$ cat config.mk
export PLATFORM = sky130hd
export DESIGN_NAME = div_ctrl
export DESIGN_NICKNAME = d
export VERILOG_FILES = /design/src/rtl/div_ctrl_pkg.sv /design/src/rtl/div_ctrl.sv
export SDC_FILE = /design/constraint.sdc
export NUM_CORES = 1
export LEC_CHECK = 0
export ABC_CLOCK_PERIOD_IN_PS = 5300
export CORE_MARGIN = 4
export CORE_UTILIZATION = 30
export CTS_CLUSTER_DIAMETER = 30
export DETAILED_ROUTE_END_ITERATION = 7
export GPL_ROUTABILITY_DRIVEN = 0
export MAX_ROUTING_LAYER = met4
export SYNTH_ARGS = -nofsm -noshare
export SYNTH_HDL_FRONTEND = slang
export SYNTH_SLANG_ARGS = --single-unit
$ cat constraint.sdc
create_clock -name clk -period 5.3 [get_ports clk]
set_clock_uncertainty 0.05 [all_clocks]
set_input_delay 0.795 -clock clk [delete_from_list [all_inputs] [get_ports clk]]
set_output_delay 0.795 -clock clk [all_outputs]
set_load 0.02 [all_outputs]
$ cat src/rtl/div_ctrl_pkg.sv
// Shared defines for the iterative divider: state encodings, handshake constants
// and the step-count limit.
package div_ctrl_pkg;

  typedef enum logic [1:0] {
    DivFree   = 2'b00,
    DivByZero = 2'b01,
    DivOn     = 2'b10,
    DivEnd    = 2'b11
  } div_state_e;

  localparam logic DivResultReady    = 1'b1;
  localparam logic DivResultNotReady = 1'b0;
  localparam logic DivStart          = 1'b1;
  localparam logic DivStop           = 1'b0;

  localparam logic [5:0] DivStepLimit = 6'd32;

  // Two's-complement magnitude of a 32-bit operand when treated as signed.
  function automatic logic [31:0] abs_if_signed(input logic [31:0] v, input logic is_signed);
    return (is_signed && v[31]) ? (~v + 32'd1) : v;
  endfunction

endpackage

$ cat src/rtl/div_ctrl.sv
// Multi-cycle restoring divider for the EX stage: one quotient bit per cycle,
// 33 cycles per divide, result held until the requester drops start_i.
module div_ctrl
  import div_ctrl_pkg::*;
(
  input  logic        clk,
  input  logic        rst,
  input  logic        signed_div_i,
  input  logic [31:0] opdata1_i,
  input  logic [31:0] opdata2_i,
  input  logic        start_i,
  input  logic        annul_i,
  output logic [63:0] result_o,
  output logic        ready_o,
  output logic        busy_o,
  output div_state_e  state_o
);

  // Handshake: start_i is a level held by EX until it sees ready_o; ready_o
  // stays high (result_o stable) until the first edge on which start_i is low.

  div_state_e  state_q, state_d;
  logic [5:0]  cnt_q, cnt_d;
  logic [64:0] sr_q, sr_d;
  logic [31:0] divisor_q, divisor_d;
  logic        neg_quot_q, neg_quot_d;
  logic        neg_rem_q, neg_rem_d;
  logic [63:0] result_q, result_d;

  logic [32:0] trial;
  logic [31:0] quot_fix;
  logic [31:0] rem_fix;

  // Remainder half (bits 63:32) minus divisor; bit 32 set means it went negative.
  assign trial    = {1'b0, sr_q[63:32]} - {1'b0, divisor_q};
  assign quot_fix = neg_quot_q ? (~sr_q[31:0] + 32'd1) : sr_q[31:0];
  assign rem_fix  = neg_rem_q ? (~sr_q[64:33] + 32'd1) : sr_q[64:33];

  always_comb begin
    state_d    = state_q;
    cnt_d      = cnt_q;
    sr_d       = sr_q;
    divisor_d  = divisor_q;
    neg_quot_d = neg_quot_q;
    neg_rem_d  = neg_rem_q;
    result_d   = result_q;

    case (state_q)
      DivFree: begin
        if (start_i == DivStart && !annul_i) begin
          state_d    = (opdata2_i == 32'd0) ? DivByZero : DivOn;
          cnt_d      = 6'd0;
          sr_d       = {32'd0, abs_if_signed(opdata1_i, signed_div_i), 1'b0};
          divisor_d  = abs_if_signed(opdata2_i, signed_div_i);
          neg_quot_d = signed_div_i && (opdata1_i[31] ^ opdata2_i[31]);
          neg_rem_d  = signed_div_i && opdata1_i[31];
          result_d   = 64'd0;
        end
      end

      DivByZero: begin
        if (annul_i) begin
          state_d = DivFree;
          sr_d    = 65'd0;
        end else begin
          state_d  = DivEnd;
          result_d = 64'd0;
        end
      end

      DivOn: begin
        if (annul_i) begin
          state_d = DivFree;
          cnt_d   = 6'd0;
          sr_d    = 65'd0;
        end else if (cnt_q == DivStepLimit) begin
          state_d  = DivEnd;
          cnt_d    = 6'd0;
          result_d = {rem_fix, quot_fix};
        end else begin
          sr_d  = trial[32] ? {sr_q[63:0], 1'b0} : {trial[31:0], sr_q[31:0], 1'b1};
          cnt_d = cnt_q + 6'd1;
        end
      end

      DivEnd: begin
        if (start_i == DivStop) begin
          state_d  = DivFree;
          result_d = 64'd0;
        end
      end

      default: state_d = DivFree;
    endcase
  end

  always_ff @(posedge clk or negedge rst) begin
    if (!rst) begin
      state_q    <= DivFree;
      cnt_q      <= 6'd0;
      sr_q       <= 65'd0;
      divisor_q  <= 32'd0;
      neg_quot_q <= 1'b0;
      neg_rem_q  <= 1'b0;
      result_q   <= 64'd0;
    end else begin
      state_q    <= state_d;
      cnt_q      <= cnt_d;
      sr_q       <= sr_d;
      divisor_q  <= divisor_d;
      neg_quot_q <= neg_quot_d;
      neg_rem_q  <= neg_rem_d;
      result_q   <= result_d;
    end
  end

  assign ready_o  = (state_q == DivEnd) ? DivResultReady : DivResultNotReady;
  assign result_o = ready_o ? result_q : 64'd0;
  assign busy_o   = (state_q == DivOn) || (state_q == DivByZero);
  assign state_o  = state_q;

endmodule

==> key figures <==
Run status
  • Status: complete, no violations

Synthesis
  • Yosys cell types: between 70 and 80
  • Synthesized area: between 10,000 and 15,000 um^2
  • Syn. warnings: 0
  • FF+latch count, synth: approximately 170
  • Cell count after synthesis: 1,457
  • Leading area contributor after synthesis: dfrtp_1
  • Largest cells by area after synthesis: dfrtp_1, nand2_1, xnor2_1
  • Ys async rst share: 100%
  • Synth top area share: 35.7%
  • Post-synth EDFFs: 0
  • Top FF cell, synth: dfrtp_1
  • Seq/Total Area, Yosys: a little over a third
  • Syn nets: around 1,600
  • Avg Cell Area, Syn: 8.22 um^2

Drt
  • Routed WL: 34,000 um
  • Vias: about 10,000
  • Met2 WL: between 10,000 and 15,000 um
  • Post-route ant nets: 0
  • Initial DRC count: between 600 and 700
  • Top sig layer: met4
  • Initial DRT Pass Iterations: 5
  • Met1 WL: 17,700 um
  • Avg Vias per Cell: 5.00
  • Avg WL per Cell: 16.4 um
  • Met3 WL: 1000 um
  • Remaining DRCs: 0

Worst setup path
  • R2r setup slk: 1.57 ns
  • Crit path capture type: flop
  • Crit Path Class: reg -> reg
  • Worst reg2reg path depth: 12
  • Worst setup path start: sr_q[32]$_DFFE_PN0P_
  • FF-to-FF Start: sr_q[32]$_DFFE_PN0P_
  • Worst endpoint data arrival time: 3.96 ns
  • CP required: approximately 5.5 ns
  • Worst-path fanout max: 26
  • Worst r2r dst: sr_q[55]$_DFFE_PN0P_
  • Crit path launch type: flop

Timing
  • Setup_tns: 0 ns
  • Tcrit/Tclk final: 70.3%
  • Max Fclk: ~0.27 GHz
  • Final Hold Fails: 0
  • Clock period minus worst slack: 3.73 ns
  • Slew HR: 29.0%
  • Final setup vio count: 0
  • Slew at the pin closest to its max-slew limit: ~1.1 ns
  • RSZ-0062 raised after global routing: no
  • Max-slew violation count: 0

Clock tree
  • CTS max path bufs: 2
  • Total CTS buffers: 17
  • H-tree depth: 4
  • Worst-path clk slew: about 0.07 ns
  • # hold bufs at CTS: 0
  • Worst skew pair latency: 0.43 ns
  • CTS tree: built
  • Buffer count from post-CTS setup fixing: 0
  • Clk sinks: roughly 170
  • Post_cts resized: 0
  • Root buf cell: clkbuf_16

Global route
  • Initial antenna violation count: 0
  • Vias in the first global route: a little over 10,000
  • Total GRT Usage: approximately 16%
  • First-pass GRT wire length: between 50,000 and 60,000 um
  • GRT overflow: 0
  • Largest net degree at the start of global routing: 97

Min path
  • Worst Hold End: result_q[39]$_DFFE_PN0P_
  • Hold Path Origin: result_q[39]$_DFFE_PN0P_
  • Hold/Removal Path Class: reg -> reg
  • Hold depth: 2

Finish
  • Commonest non-fill, non-tap cell in the layout: nand2_1
  • Filler Cells Inserted: approximately 4,000
  • Antenna Cells: 0
  • Layout cells sized above 1: 5.14%
  • Final nets: between 1,500 and 2,000
  • Layout Cells excl Fill: a little over 2,000
  • Layout area overhead: 20.4%
  • Most frequent cells in the layout: nand2_1, dfrtp_1, clkdlybuf4s50_1

Floorplanning
  • Die area: between 40,000 and 50,000 um^2
  • Initial Util: between 30% and 40%
  • Row Count: between 70 and 80
  • Die X: approximately 210 um
  • Die Height: roughly 210 um
  • Number of I/O pins: 137
  • Core ar.: between 30,000 and 40,000 um^2

Pwr
  • Switching part of the total: about 44%
  • Sequential power share: 33.5%
  • Comb pwr share: roughly 45%
  • Internal Power: approximately 3.3 mW
  • Net Switching: 2.61 mW
  • Clock Power Share: 21.9%
  • Power density over the cells: ~410 nW/um^2
  • Static leakage: between 6 and 7 nW
  • Worst vdd ir: about 0.00033 V

Place
  • Placed cells: around 2,000
  • Post-DP HPWL: roughly 26,000 um
  • Port bufs: 136

Job
  • Max-Cap Viols: 0
## worst max-delay path: stages (launching register included)
cell	delay [ns]
dfrtp_1	0.38
inv_1	0.07
ha_1	0.22
fa_1	0.38
nand2b_1	0.21
a21oi_2	0.22
o21ai_1	0.14
o21ai_2	0.26
a21oi_1	0.17
a221oi_4	0.92
buf_12	0.28
mux2i_1	0.21
o31ai_1	0.08
## per-layer routing
| layer | GRT usage [%] | vias up |
|---|---|---|
| met5 | - | - |
| met4 | 2.92 | 0 |
| met3 | 2.10 | 27 |
| met2 | 23.6 | 190 |
| met1 | 23.5 | 4898 |
| li1 | - | 5266 |
## layout make-up
type | count | area (um^2) | area share, %
clock buffers | 19 | 443 | 3.07
clock inverters | 13 | 154 | 1.07
inverters | 62 | 233 | 1.61
multi-input cells | 1144 | 7190 | 49.9
flip-flops and latches | 171 | 4280 | 29.7
well taps | 518 | 648 | 4.50
repair buffers | 148 | 1470 | 10.2
## cells by family (layout without fill, tap and decap cells)
logic type | count (synthesis) | after routing | synth area share (%)
DFF | 171 | 171 | 35.7
adders and majority gates | 46 | 46 | 4.87
muxes | 18 | 18 | 1.50
buffers and inverters | 142 | 242 | 4.54
xor gates and xnor gates | 143 | 143 | 10.5
AOI/OAI and AO/OA | 424 | 424 | 22.0
and+or+nand+nor | 513 | 513 | 20.9
## cell usage after synthesis (3+ instances only)
master	count
a22oi_1	28
and3_1	5
o221ai_1	3
o31ai_1	26
nand2_1	256
a211o_1	3
a21o_1	16
nor2_1	61
o41ai_1	14
buf_2	8
nor4_1	7
or2_2	3
inv_1	62
nand3b_1	5
o21a_1	3
a211oi_1	3
a22o_1	5
nand2b_1	14
or3_1	9
xor2_1	67
o21ai_1	79
o21bai_1	5
xnor2_1	76
mux2i_1	18
clkbuf_1	70
ha_1	45
o21ai_0	124
a31oi_1	6
nor2b_1	4
o31a_1	3
and2_1	69
dfrtp_1	171
a21oi_1	69
nor3_1	15
or4_1	12
nand3_1	17
nor4_2	3
o211ai_1	4
nand4_1	12
## power groups by stage
| stage | Clock [mW] | Combinational (mW) | Sequential, mW |
|---|---|---|---|
| finish | 1.30 | 2.63 | 1.98 |
| global route | 1.39 | 2.98 | 2.04 |
| CTS | 1.33 | 2.66 | 1.98 |
| detailed placement | 0 | 2.64 | 2.00 |
| global placement | 0 | 2.61 | 1.98 |
| floorplan | 0 | 2.00 | 1.85 |
## state kept, by name (all words and copies together), names as in the netlist
signal	cells
cnt_q	6
sr_q	65
result_q	64
divisor_q	32
state_o	2
neg_quot_q	1
neg_rem_q	1
## worst max path at each step
stage,slack [ns],end
floorplan,2.43,sr_q[59]$_DFFE_PN0P_
global placement,1.64,sr_q[55]$_DFFE_PN0P_
detailed placement,1.59,sr_q[55]$_DFFE_PN0P_
CTS,1.51,result_o[32]
global route,1.27,sr_q[50]$_DFFE_PN0P_
finish,1.57,sr_q[55]$_DFFE_PN0P_
## through the flow
step / instance area, um^2 / util, % / power, mW / hold WS (ns) / setup WS, ns
floorplan: 12000 / - / 3.85 / 0.387 / 2.43
CTS: 14400 / 37.0 / 5.96 / 0.426 / 1.51
global route: 14400 / 37.0 / 6.41 / 0.444 / 1.27
global placement: 13800 / 35.4 / 4.59 / 0.405 / 1.64
finish: 14400 / 37.0 / 5.90 / 0.423 / 1.57
detailed placement: 13800 / 35.4 / 4.64 / 0.413 / 1.59
Power figures use the tool's default switching activity.
